**config.mk**
```make
export PLATFORM = sky130hd
export DESIGN_NAME = sram_arbiter
export DESIGN_NICKNAME = d
export VERILOG_FILES = /design/src/rtl/sram_arbiter.sv
export SDC_FILE = /design/constraint.sdc
export NUM_CORES = 1
export LEC_CHECK = 0
export CAP_MARGIN = 25
export CELL_PAD_IN_SITES_DETAIL_PLACEMENT = 2
export CELL_PAD_IN_SITES_GLOBAL_PLACEMENT = 2
export CORE_MARGIN = 2
export CORE_UTILIZATION = 21
export CTS_CLUSTER_SIZE = 20
export DETAILED_ROUTE_END_ITERATION = 8
export GPL_TIMING_DRIVEN = 0
export PLACE_DENSITY = 0.84
export SLEW_MARGIN = 20
export SYNTH_ARGS = -nofsm -noshare
export SYNTH_HDL_FRONTEND = slang
export SYNTH_SLANG_ARGS = --single-unit
```
**constraint.sdc**
```tcl
create_clock -name CLK -period 4.37 [get_ports CLK]
set_clock_uncertainty 0.2 [all_clocks]
set_input_delay 0.437 -clock CLK [delete_from_list [all_inputs] [get_ports CLK]]
set_output_delay 0.437 -clock CLK [all_outputs]
set_load 0.005 [all_outputs]
```
**src/rtl/sram_arbiter.sv**
```systemverilog
// Two-master arbiter for a single-port SRAM: round-robin between the CPU data port (M0)
// and the serial loader (M1), with a bounded exclusive lock mode for M1.
module sram_arbiter #(
    parameter int AW       = 12,
    parameter int DW       = 32,
    parameter int LOCK_MAX = 16
) (
    input  logic            CLK,
    input  logic            RSTn,

    input  logic            M0_REQ,
    input  logic            M0_WEN,
    input  logic [AW-1:0]   M0_ADDR,
    input  logic [DW/8-1:0] M0_BE,
    input  logic [DW-1:0]   M0_WDATA,
    output logic            M0_GNT,
    output logic            M0_RVALID,
    output logic [DW-1:0]   M0_RDATA,

    input  logic            M1_REQ,
    input  logic            M1_WEN,
    input  logic [AW-1:0]   M1_ADDR,
    input  logic [DW/8-1:0] M1_BE,
    input  logic [DW-1:0]   M1_WDATA,
    input  logic            M1_LOCK,
    output logic            M1_GNT,
    output logic            M1_RVALID,
    output logic [DW-1:0]   M1_RDATA,

    output logic            MEM_CSN,
    output logic [AW-1:0]   MEM_ADDR,
    output logic            MEM_WEN,
    output logic [DW/8-1:0] MEM_BE,
    output logic [DW-1:0]   MEM_DI,
    input  logic [DW-1:0]   MEM_DOUT
);

    localparam int CW = $clog2(LOCK_MAX + 1);

    typedef enum logic {RR, LOCK1} state_t;

    state_t          state, state_next;
    logic            last_m1, last_m1_next;
    logic [CW-1:0]   lock_cnt, lock_cnt_next;
    logic            gnt0, gnt1;
    logic            pend0, pend1;
    logic [DW-1:0]   rdata0_q, rdata1_q;

    // LAST resets to M1 so that M0 wins the first tie after reset.
    always_ff @(posedge CLK or negedge RSTn) begin
        if (!RSTn) begin
            state    <= RR;
            last_m1  <= 1'b1;
            lock_cnt <= '0;
        end else begin
            state    <= state_next;
            last_m1  <= last_m1_next;
            lock_cnt <= lock_cnt_next;
        end
    end

    always_comb begin
        state_next    = state;
        lock_cnt_next = lock_cnt;
        last_m1_next  = last_m1;
        if (gnt0)
            last_m1_next = 1'b0;
        else if (gnt1)
            last_m1_next = 1'b1;
        case (state)
            RR: begin
                if (gnt1 && M1_LOCK && (LOCK_MAX > 1)) begin
                    state_next    = LOCK1;
                    lock_cnt_next = CW'(1);
                end
            end
            LOCK1: begin
                if (gnt1)
                    lock_cnt_next = lock_cnt + 1'b1;
                // Leaving at LOCK_MAX returns to RR with LAST=M1, so a waiting M0 wins next.
                if (!M1_LOCK || (gnt1 && (lock_cnt_next == CW'(LOCK_MAX)))) begin
                    state_next    = RR;
                    lock_cnt_next = '0;
                end
            end
            default: state_next = RR;
        endcase
    end

    // Grants are gated by RSTn so nothing reaches the SRAM while reset is held.
    always_comb begin
        gnt0 = 1'b0;
        gnt1 = 1'b0;
        if (RSTn) begin
            case (state)
                RR: begin
                    if (M0_REQ && M1_REQ) begin
                        gnt0 = last_m1;
                        gnt1 = !last_m1;
                    end else begin
                        gnt0 = M0_REQ;
                        gnt1 = M1_REQ;
                    end
                end
                LOCK1: gnt1 = M1_REQ;
                default: ;
            endcase
        end
    end

    always_comb begin
        MEM_CSN  = !(gnt0 || gnt1);
        MEM_ADDR = '0;
        MEM_WEN  = 1'b1;
        MEM_BE   = '0;
        MEM_DI   = '0;
        if (gnt0) begin
            MEM_ADDR = M0_ADDR;
            MEM_WEN  = M0_WEN;
            MEM_BE   = M0_BE;
            MEM_DI   = M0_WDATA;
        end else if (gnt1) begin
            MEM_ADDR = M1_ADDR;
            MEM_WEN  = M1_WEN;
            MEM_BE   = M1_BE;
            MEM_DI   = M1_WDATA;
        end
    end

    assign M0_GNT = gnt0;
    assign M1_GNT = gnt1;

    always_ff @(posedge CLK or negedge RSTn) begin
        if (!RSTn) begin
            pend0    <= 1'b0;
            pend1    <= 1'b0;
            rdata0_q <= '0;
            rdata1_q <= '0;
        end else begin
            pend0 <= gnt0 && M0_WEN;
            pend1 <= gnt1 && M1_WEN;
            if (pend0)
                rdata0_q <= MEM_DOUT;
            if (pend1)
                rdata1_q <= MEM_DOUT;
        end
    end

    // During the return cycle the SRAM output is passed straight through; afterwards it is held.
    assign M0_RVALID = pend0;
    assign M1_RVALID = pend1;
    assign M0_RDATA  = pend0 ? MEM_DOUT : rdata0_q;
    assign M1_RDATA  = pend1 ? MEM_DOUT : rdata1_q;

endmodule

```
==> results.md, run 1 <==
Outcome:
- The flow ran to the end, and the final reports show no timing, DRC or antenna violations.

STA:
- Timing would allow up to 243 MHz.
- The relative max-transition margin is 0.542.
- Setup repair after global routing left no endpoint under its margin.
- The max-slew violation total from the final report is 0.
- The final period demand of the worst path is 4.11 ns.
- The setup-violating endpoint count in the final report is 0.
- The count of final hold-check violations is 0.
- Of the available clock period, the critical path in the final layout requires 0.941.
- For the pin with the worst max-slew slack, the measured transition is 0.686 ns.

Power:
- The power density over the cells is 410 nW/um^2.
- Of the total power, combinational logic draws 0.350.
- The analysis attributes to net switching a power of 668 uW.
- The clock network power share is 0.317.
- The maximum resistive drop on vdd is 0.000211 V.
- The design internal power is 2.00 mW.
- Summed over all cells, the static leakage comes to 2.61 nW.
- The total power is 2.67 mW.
- The share of total power in sequential cells is 0.333.
- The switching share of power is 0.250.

Floorplanning:
- The floorplan step set the die height to 130 microns.
- The count of pins on the block boundary is 253.
- The effective utilization at floorplan is 0.213.
- In this run the horizontal extent of the chip is 130 microns.
- The die area is 17000 sq um.
- The core region is 15800 sq um.
- The initialized floorplan defines 46 standard-cell rows.

Worst setup path:
- In this run the worst setup path begins at RSTn.
- The worst reg2reg path startpoint is last_m1.
- The worst setup path is launched from an input pin.
- The biggest cell delay along the critical path is 0.62 ns.
- Setup slack on the worst reg-to-reg path comes out at 2.19 ns.
- STA classifies the critical path endpoint as a primary output.
- Data on the critical path is required at its endpoint by 3.73 ns.
- Of all nets on the critical path, the largest fanout is 50.
- The critical path goes through dlygate4sd3_1 -> buf_4 -> buf_16 -> nand2_1 -> or2_0 -> clkbuf_1 -> clkinv_1 -> clkbuf_2 -> a22o_1 -> clkdlybuf4s50_1.
- For this design, the slowest cell found on the critical path is sky130_fd_sc_hd__clkdlybuf4s50_1.
- The data arrival time of the critical path is 3.47 ns.
- The type of the setup path with the least slack is input pin to primary output.

Synth:
- In this run the cell area of the synthesized design comes to 3360 sq um.
- The synthesized design contains 0 enable-type register cells.
- The synthesized design contains 73 register bits.
- In the synthesized netlist the async set-or-reset flop fraction comes to 1.00.
- The library cell with the largest summed area after synthesis is sky130_fd_sc_hd__dfrtp_1.
- The number of nets produced by synthesis is 392.
- The most repeated cell in the gate-level netlist after synthesis is sky130_fd_sc_hd__dfrtp_1.
- During synthesis, Yosys emitted a total of 0 warnings.
- By area the synthesized netlist is led by sky130_fd_sc_hd__dfrtp_1, sky130_fd_sc_hd__mux2_2, sky130_fd_sc_hd__a22o_1, sky130_fd_sc_hd__clkbuf_1, sky130_fd_sc_hd__a21oi_1.
- The netlist uses 29 different library cells.
- By count the netlist is led by sky130_fd_sc_hd__dfrtp_1, sky130_fd_sc_hd__mux2_2, sky130_fd_sc_hd__a22o_1.
- Of the post-synthesis cell area, the dominant cell type holds 0.537.
- Averaged over all synthesized cells, the footprint is 13.1 sq um.
- In the synthesized netlist the dominant register cell turns out to be sky130_fd_sc_hd__dfrtp_1.
- The number of standard cells after synthesis is 256.
- The portion of the post-synthesis area used by sequential elements is 0.545.

GRT:
- Summed over all layers, the global routing overflow is 0.
- The overall routing resource usage is 0.177.
- The number of global-route vias before repair came to 3772.
- The pin count of the biggest net entering global routing is 51.
- The first global-routing pass estimated 22200 microns of wire.
- The number of antenna violations at the first check in global routing came to 0.

Clock network:
- The maximum clock path buffer count is 2.
- The root cell of the clock tree is sky130_fd_sc_hd__clkbuf_16.
- The clock tree synthesis step divided the H-tree into 3 levels.
- The CTS tree is yes.
- Clock tree synthesis inserted a total of 9 buffers.
- At the later pin of the worst-skew pair, clock insertion delay measures 0.33 ns.
- Clock-pin slew was measured on the worst setup and hold paths at 0.06 ns.
- Once the clock tree was built, the setup fixing pass inserted 0 buffers.
- The sink count of the clock tree is 73.

Layout:
- Once layout is complete, the utilization of the core stands at 0.414.
- In the final layout, the share of cells above drive strength 1 is 0.173.
- After the flow finishes, the layout carries non-filler instances totaling 741.
- The area overhead of the layout relative to synthesis is 94.4%.
- The final layout net count is 656.
- The repair_antennas step left the layout with diodes totalling 0.
- The final-layout fill cell count is 1656.

Worst hold path:
- The startpoint of the lowest-slack hold path is rdata0_q[19].
- The type of the most critical hold path is flop to flop.

Placement:
- The weighted congestion reported at the end of routability-driven placement is 0.848.
- During placement, the flow inserted port buffers numbering 251.
- After legalization and detailed placement, the total HPWL measured 12600 microns.
- Including well taps, the total number of placed cells is 724.

Route:
- The routed design has 15000 microns of wire.
- The vias per cell is 4.45.
- For this run, design rule violations remaining after detail routing come to 0.
- The DRC marker count from the first detailed-route iteration is 108.
- The via count is 3297.
- In the final routed layout, each cell accounts on average for 20.3 microns.
- The first-pass iteration count of the detailed router is 4.
- The detail route stage leaves a number of antenna-violating nets equal to 0.

Job:
- The number of max-cap violations is 0.
==> registers in the layout (all words and copies together), names as in the netlist <==
signal / count
rdata0_q: 32
last_m1: 1
rdata1_q: 32
M0_RVALID: 1
state: 1
M1_RVALID: 1
lock_cnt: 5
==> routing by layer <==
layer,global-route usage,up-vias,wire (microns)
li1,-,1488,-
met1,0.177,1629,5030
met2,0.345,159,8450
met3,0.0501,21,1170
met4,0.0670,0,384
met5,0,-,0
==> power by group through the flow <==
stage / Sequential (mW) / Combinational [mW] / Clock, mW
after floorplan: 0.881 / 0.318 / 0
after global placement: 0.890 / 0.908 / 0
after detailed placement: 0.902 / 0.948 / 0
after CTS: 0.891 / 0.953 / 0.870
after global routing: 0.909 / 1.01 / 0.899
final: 0.889 / 0.935 / 0.848
==> worst paths after layout <==
check	end	cells after the start
hold reg to reg	rdata0_q[19]	1
setup / recovery	MEM_DI[21]	10
max in group asynchronous	last_m1	3
min in group asynchronous	rdata0_q[9]	2
hold / removal	rdata0_q[19]	1
setup reg to reg	lock_cnt[2]	6
==> stage by stage <==
stage	setup slack, ns	hold slack [ns]	TNS [ns]	cell area, sq um
floorplan	2.11	-0.0586	0	3360
global placement	-2.01	0.279	-103.21	6140
detailed placement	0.584	0.191	0	6160
CTS	0.0381	0.297	0	6520
global route	0.0750	0.312	0	6520
finish	0.260	0.294	0	6520
==> timing repair <==
action / CTS / global route
hold endpoints to repair: 28 / 0
gates resized for setup: 0 / 7
setup endpoints to repair: 0 / 30
hold buffers: 1 / 0
==> final cells by class <==
| type | instances | area [sq um] | share of cell area |
|---|---|---|---|
| repair buffers | 253 | 2550 | 0.391 |
| flip-flops and latches | 73 | 1830 | 0.280 |
| multi-input cells | 156 | 1420 | 0.218 |
| well taps | 216 | 270 | 0.0414 |
| clock buffers | 10 | 229 | 0.0351 |
| clock inverters | 6 | 113 | 0.0173 |
| plain buffers | 23 | 96.3 | 0.0148 |
| inverters | 4 | 15.0 | 0.00230 |
==> worst max-delay path, delay by kind of cell <==
kind / cells / cell delay (ns)
buf+inv: 7 / 2.42
compound gates: 1 / 0.18
simple gates: 2 / 0.38
==> logic make-up after synthesis <==
logic type,Yosys count,share of synthesized area
compound gates,64,0.154
xor+xnor,2,0.00522
fa+ha+maj,1,0.00373
buf+inv,27,0.0321
flops,73,0.545
mux,67,0.224
simple gates,22,0.0365
==> cells in the final DEF (no fill, tap or decap), drive strengths merged, types with 3 or more instances in the layout <==
cell and instances:
clkdlybuf4s50 250, dfrtp 72, mux2 64, a22o 50, clkbuf 22, buf 13, nand2 6, a21oi 6
inv 5, o21ai 4, and2 3, a31oi 3, mux2i 3, bufinv 3
Note: power is estimated with default switching activity, not from simulation.
==> run 2: changes to the inputs <==
--- a/config.mk
+++ b/config.mk
@@ -14,6 +14,7 @@
 export DETAILED_ROUTE_END_ITERATION = 8
 export GPL_TIMING_DRIVEN = 0
 export PLACE_DENSITY = 0.84
+export REMOVE_ABC_BUFFERS = 1
 export SLEW_MARGIN = 20
 export SYNTH_ARGS = -nofsm -noshare
 export SYNTH_HDL_FRONTEND = slang
==> results.md, run 2 (same netlist as run 1, synthesis figures left out) <==
GRT:
- For this run, the total global-route usage over all layers was measured as 0.158.
- The remaining global-route overflow is 0.
- The pin count of the biggest net entering global routing is 57.
- The number of global-route vias before repair was 3550.
- The number of antenna violations at the first check in global routing is 1.
- The first global-routing pass estimated 20300 microns of wire.

Job:
- Across the run, the number of max-cap violations was 0.

Layout:
- Leaving out fill and tap cells, the most frequent cells in the layout are sky130_fd_sc_hd__clkdlybuf4s50_1, sky130_fd_sc_hd__dfrtp_1, sky130_fd_sc_hd__mux2_2.
- The most common cell after layout, fill and taps aside is sky130_fd_sc_hd__clkdlybuf4s50_1.
- Across the whole layout, storage elements account for 1830 sq um.
- The combined area of the multi-input logic cells is 1430 sq um.
- The largest registers in the layout are rdata0_q x32, rdata1_q x32, lock_cnt x5.
- Compared with the post-synthesis result, the final layout area differs by 93.3%.
- The share of final-layout standard cells stronger than drive strength 1 is 0.176.
- Counting the fill cells in the layout gives 1612.
- At the end of the flow, the number of nets in the layout was 637.
- The count of non-filler cells in the finished layout is 723.

Route:
- After detailed routing, the average wire length per cell comes to 18.9 microns.
- For this run, the detailed router's first-pass iteration total came to 3.
- In the final routing, the length of wire on met1 measures 4860 microns.
- The wire length after detailed routing is 13700 microns.
- The top layer used by detailed routing is met4.
- The via count is 3171.
- The first routing iteration left 83 violations.
- After detailed routing, the number of vias per cell comes to 4.39.
- The number of routed nets with antenna violations is 0.
- The number of DRC violations after detailed routing is 0.
- Wire segments on met3 add up to 1340 microns in the final route.
- Summed over all nets, wire length on met2 after detailed routing comes to 7300 microns.

STA:
- For the pin with the worst max-slew slack, the measured transition is 0.568 ns.
- Measured against its own limit, the worst slew margin works out to 0.620.
- The count of final hold-check violations is 0.
- Adding up every negative setup slack in the final design gives 0 ns.
- The max-slew violation total from the final report is 0.
- After layout, the minimum clock period comes to 4.07 ns.
- In the finished design, the share of the clock period the worst path needs comes to 0.932.
- Setup repair after global routing left no endpoint under its margin.
- Based on the critical path, the design can be clocked at up to 246 MHz.
- The setup-violating endpoint count in the final report is 0.

Clock network:
- The root cell of the clock tree is sky130_fd_sc_hd__clkbuf_16.
- The clock latency on the worst-skew pair is 0.33 ns.
- In this run the deepest clock path goes through 2 buffers.
- The CTS tree is yes.
- After clock tree synthesis, the setup repair step added 0 buffers.
- The clock transition at the registers of the reported paths is 0.06 ns.
- The level count of the clock H-tree is 3.
- The TritonCTS buffer count is 9.
- The sink count of the clock tree is 73.

Power:
- The power density over the cells is 395 nW/um^2.
- Total power for the finished layout comes to 2.56 mW.
- IR analysis of the VDD net gives a maximum drop of 0.000200 V.
- The leakage power is 2.57 nW.

Worst setup path:
- The required arrival time at the worst endpoint is 3.73 ns.
- On the critical path, the stage with the largest delay is an instance of sky130_fd_sc_hd__clkdlybuf4s50_1.
- The biggest cell delay along the critical path is 0.56 ns.
- The type of the setup path with the least slack is input pin to primary output.
- The logic depth of the worst register-to-register path is 5.
- Broken down by cell family, the worst path's largest delay share belongs to buffers and inverters.
- Data arrives at the worst endpoint at 3.43 ns.
- The logic depth of the worst path, buffers included is 8.
- The critical path goes through dlygate4sd3_1 -> buf_4 -> buf_16 -> nand2_1 -> or2_0 -> inv_4 -> a22o_1 -> clkdlybuf4s50_1.
- The critical path contains buffers and inverters numbering 5 combined.
- The critical path startpoint category is an input pin.
- STA classifies the critical path endpoint as a primary output.
- In this run the worst path has a maximum fanout of 56.

Worst hold path:
- Counting instances, the worst hold path has a depth of 1.
- The min-delay analysis places its worst path in the category flop to flop.

Outcome:
- The flow ran to the end, and the final reports show no timing, DRC or antenna violations.

Floorplanning:
- The width of the die is 130 microns.
- The vertical extent of the die is 130 microns.
- 253 I/O pins were placed.
- The floorplan has 46 rows.
- For this configuration, the core starts out at a cell density of 0.213.
- The core region is 15800 sq um.
- The die covers 17000 sq um.

Placement:
- The number of placed instances, taps included, is 705.
- The number of port buffers is 252.
- The weighted congestion reported at the end of routability-driven placement is 0.761.
- The estimated wirelength of the detail-placed design is 11100 microns.
==> run 2: cell types whose count changed in the layout (fill, tap and decap cells not counted), moves of 3 or more <==
cell and delta:
sky130_fd_sc_hd__buf_2 -5, sky130_fd_sc_hd__clkbuf_2 -3, sky130_fd_sc_hd__buf_1 -6, sky130_fd_sc_hd__clkbuf_1 -9
==> run 2: power by group <==
| group | leakage (nW) | total [mW] | switching, mW | internal (mW) |
|---|---|---|---|---|
| Clock | 0.149 | 0.747 | 0.274 | 0.473 |
| Combinational | 1.55 | 0.914 | 0.311 | 0.603 |
| Sequential | 0.874 | 0.901 | 0.0604 | 0.841 |
| Total | 2.57 | 2.56 | 0.644 | 1.92 |
==> run 2: worst reg2reg max path: stages (launching register included) <==
cell	delay (ns)
sky130_fd_sc_hd__dfrtp_1	0.55
sky130_fd_sc_hd__and3b_1	0.26
sky130_fd_sc_hd__or2_0	0.37
sky130_fd_sc_hd__inv_4	0.46
sky130_fd_sc_hd__a21oi_1	0.21
sky130_fd_sc_hd__a22o_1	0.25
==> run 2: per-layer routing <==
metal	GRT usage	vias to the layer above
met3	0.0631	11
met2	0.296	163
li1	-	1442
met4	0.0382	0
met1	0.165	1555
met5	0	-
==> run 2: cell type report <==
class                   instances  share of cell area
diodes                          1            0.000386
clock buffers                  12              0.0396
clock inverters                 4             0.00791
inverters                       4             0.00270
multi-input cells             156               0.221
flip-flops and latches         73               0.282
well taps                     216              0.0417
repair buffers                257               0.405
==> run 2: timing repair <==
item / CTS / global route
gates resized for setup: 0 / 1
hold buffers: 1 / 0
endpoints found under the hold margin: 22 / 0
setup endpoints to repair: 0 / 48
==> run 2: stage by stage <==
step / setup WS, ns / util / hold WS [ns] / cell area, sq um
final: 0.299 / 0.411 / 0.295 / 6480
after global routing: 0.0682 / 0.411 / 0.309 / 6480
after CTS: 0.0582 / 0.411 / 0.299 / 6480
after detailed placement: 0.571 / 0.391 / 0.159 / 6160
after global placement: -3.49 / 0.384 / 0.279 / 6060
after floorplan: 0.841 / - / -0.0586 / 3260
==> run 2: path summary, 6_finish.rpt <==
path / to / startpoint / slack (ns)
worst max-delay path: MEM_DI[19] / RSTn / 0.30
worst min-delay path: rdata1_q[29] / rdata1_q[29] / 0.29
worst max register to register: lock_cnt[2] / state / 1.96
worst min register to register: rdata1_q[29] / rdata1_q[29] / 0.29
max in group asynchronous: last_m1 / RSTn / 2.99
min in group asynchronous: rdata1_q[5] / RSTn / 0.37
==> run 3: changes to the inputs <==
--- a/config.mk
+++ b/config.mk
@@ -15,7 +15,7 @@
 export GPL_TIMING_DRIVEN = 0
 export PLACE_DENSITY = 0.84
 export REMOVE_ABC_BUFFERS = 1
-export SLEW_MARGIN = 20
+export SLEW_MARGIN = 15
 export SYNTH_ARGS = -nofsm -noshare
 export SYNTH_HDL_FRONTEND = slang
 export SYNTH_SLANG_ARGS = --single-unit
==> results.md, run 3 (same netlist as run 1, synthesis figures left out) <==
Worst setup path:
- The worst reg2reg path startpoint is state.
- In this run the critical register-to-register path is captured at lock_cnt[2].
- The worst-case register-to-register setup slack is 1.98 ns.
- The critical path startpoint category is an input pin.
- The required arrival time at the worst endpoint is 3.73 ns.
- Counting cells, the worst reg-to-reg path comes to 5.
- The worst setup path is of the input pin to primary output kind.
- The data arrival time of the critical path is 3.43 ns.
- The largest fanout on the critical path is 56.
- The type of element capturing the critical path is a primary output.

Power:
- The power density over the cells is 395 nW/um^2.
- Of the total power, the clock network draws 0.291.
- Of the total power, the share spent switching nets is 0.252.
- Cell internal power was estimated by the tool at 1.92 mW.
- The leakage power is 2.57 nW.
- For this design the total switching power over the nets is 645 uW.
- The share of total power dissipated in combinational logic is 0.357.
- The share of total power dissipated in sequential elements is 0.352.
- The maximum resistive drop on vdd is 0.000196 V.
- The design draws 2.56 mW.

Placement:
- The placed cell count is 705.
- The weighted congestion reported at the end of routability-driven placement is 0.761.
- The wire-length estimate of the detail-placed layout is 11200 microns.
- The post-detailed-placement cell area is 6160 sq um.
- The number of port buffers is 252.

STA:
- Dividing the final minimum period by the clock period gives 0.931.
- The max-slew violation total from the final report is 0.
- Setup violations remaining at the end of the flow were counted as 0.
- The highest clock frequency the design can meet is 246 MHz.
- Final hold analysis gives a worst-case slack of 0.294 ns.
- The worst pin sits at a relative slew slack of 0.649.
- Subtracting the final worst setup slack from the clock period gives 4.07 ns.
- The count of final hold-check violations is 0.
- Setup repair after global routing left no endpoint under its margin.
- The slew at the pin closest to its max-slew limit is 0.527 ns.

Clock network:
- The clock transition at the registers of the reported paths is 0.05 ns.
- The CTS tree is yes.
- The TritonCTS buffer count is 9.
- CTS placed an instance of sky130_fd_sc_hd__clkbuf_16 at the clock tree root.
- The sink count of the clock tree is 73.
- The maximum clock path buffer count is 2.
- The level count of the clock H-tree is 3.
- The clock latency on the worst-skew pair is 0.32 ns.

Floorplanning:
- The die area is 17000 sq um.
- The effective utilization at floorplan is 0.213.
- The die is 130 microns tall.
- For this design the top-level I/O count stands at 253.
- The floorplan step set the die width to 130 microns.
- After floorplanning, the core was divided into 46 placement rows.
- The core region is 15800 sq um.

Route:
- The via count is 3180.
- The DRC marker count from the first detailed-route iteration is 104.
- After detailed routing, the number of remaining DRC violations is 0.
- Once detail routing completed, the nets flagged for antenna violations numbered 0.
- Dividing the detail-routed wire length by the instance count gives 19.0 microns.
- The wire length after detailed routing is 13700 microns.
- The vias per cell is 4.40.
- The pre-antenna-repair detailed-routing pass consisted of 4 iterations.

Layout:
- The share of final-layout standard cells stronger than drive strength 1 is 0.176.
- The library cell used most frequently in the layout, excluding fill and tap cells, is sky130_fd_sc_hd__clkdlybuf4s50_1.
- The final layout net count is 637.
- Relative to the synthesized area, the layout overhead comes to 93.0%.
- The final non-filler cell area is 6480 sq um.
- The count of non-filler cells in the finished layout is 723.
- The post-route core utilization is 0.411.
- In the layout the commonest cells are sky130_fd_sc_hd__clkdlybuf4s50_1, sky130_fd_sc_hd__dfrtp_1, sky130_fd_sc_hd__mux2_2.
- The filler cells instantiated in the layout total 1622.
- The largest registers in the layout are rdata0_q x32, rdata1_q x32, lock_cnt x5.

GRT:
- The number of antenna violations at the first check in global routing was 1.
- The overall routing resource usage is 0.157.
- The pin count of the biggest net entering global routing is 57.
- The number of global-route vias before repair is 3584.
- The global-route wire length before repair is 20200 microns.
- The remaining global-route overflow is 0.

Outcome:
- The run finished with clean final reports.

Worst hold path:
- The startpoint identified for the worst hold timing path is rdata1_q[29].
- The hold-critical path endpoint is rdata1_q[29].
- Along the worst hold path, the cell count comes to 1.
- The tightest min-delay check is of the flop to flop type.

Job:
- The tool flagged a number of max-cap violations equal to 0.
-- run 3: stage by stage --
stage	TNS, ns	setup slack [ns]
3_3_place_gp	-188.27	-3.49
2_1_floorplan	0	0.841
3_5_place_dp	0	0.564
5_1_grt	0	0.0529
6_report	0	0.300
4_1_cts	0	0.0558
-- run 3: layer usage --
metal | up-vias | part of all wire | routed length (microns) | GRT usage
li1 | 1443 | - | - | -
met1 | 1549 | 0.35 | 4780 | 0.161
met2 | 171 | 0.53 | 7300 | 0.296
met3 | 17 | 0.094 | 1290 | 0.0566
met4 | 0 | 0.025 | 341 | 0.0569
met5 | - | 0 | 0 | 0
-- run 3: power by group through the flow --
stage	clock (mW)	combinational (mW)	sequential (mW)
floorplan	0	0.298	0.893
global placement	0	0.870	0.908
detailed placement	0	0.928	0.915
CTS	0.778	0.934	0.905
global route	0.803	0.985	0.923
finish	0.746	0.914	0.901
-- run 3: worst max-delay path: stages --
cell	delay [ns]
sky130_fd_sc_hd__dlygate4sd3_1	0.54
sky130_fd_sc_hd__buf_4	0.31
sky130_fd_sc_hd__buf_16	0.31
sky130_fd_sc_hd__nand2_1	0.15
sky130_fd_sc_hd__or2_0	0.37
sky130_fd_sc_hd__inv_4	0.45
sky130_fd_sc_hd__a22o_1	0.24
sky130_fd_sc_hd__clkdlybuf4s50_1	0.57
-- run 3: timing repair --
| action | 4_1_cts | 5_1_grt |
|---|---|---|
| hold buffers | 1 | 0 |
| endpoints found under the hold margin | 22 | 0 |
| gates resized for setup | 0 | 1 |
| buffers inserted | 0 | 0 |
| setup endpoints to repair | 0 | 48 |
-- run 3: worst max path at each step --
stage | start | end | slack, ns | cells after the start
final | RSTn | MEM_DI[19] | 0.30 | 8
after floorplan | state | MEM_ADDR[0] | 0.84 | 4
after CTS | RSTn | MEM_DI[0] | 0.06 | 8
after detailed placement | M0_REQ | MEM_DI[0] | 0.56 | 6
after global placement | RSTn | MEM_DI[1] | -3.49 | 5
after global routing | RSTn | MEM_DI[19] | 0.05 | 8
-- run 3: layout make-up --
type | count | area [sq um] | share of cell area
antenna | 1 | 2.50 | 0.000386
clock buffer | 12 | 256 | 0.0396
clock inverter | 4 | 51.3 | 0.00792
inverter | 4 | 17.5 | 0.00270
multi-input combinational | 156 | 1430 | 0.221
sequential | 73 | 1830 | 0.283
tap | 216 | 270 | 0.0417
timing repair buffer | 257 | 2620 | 0.404
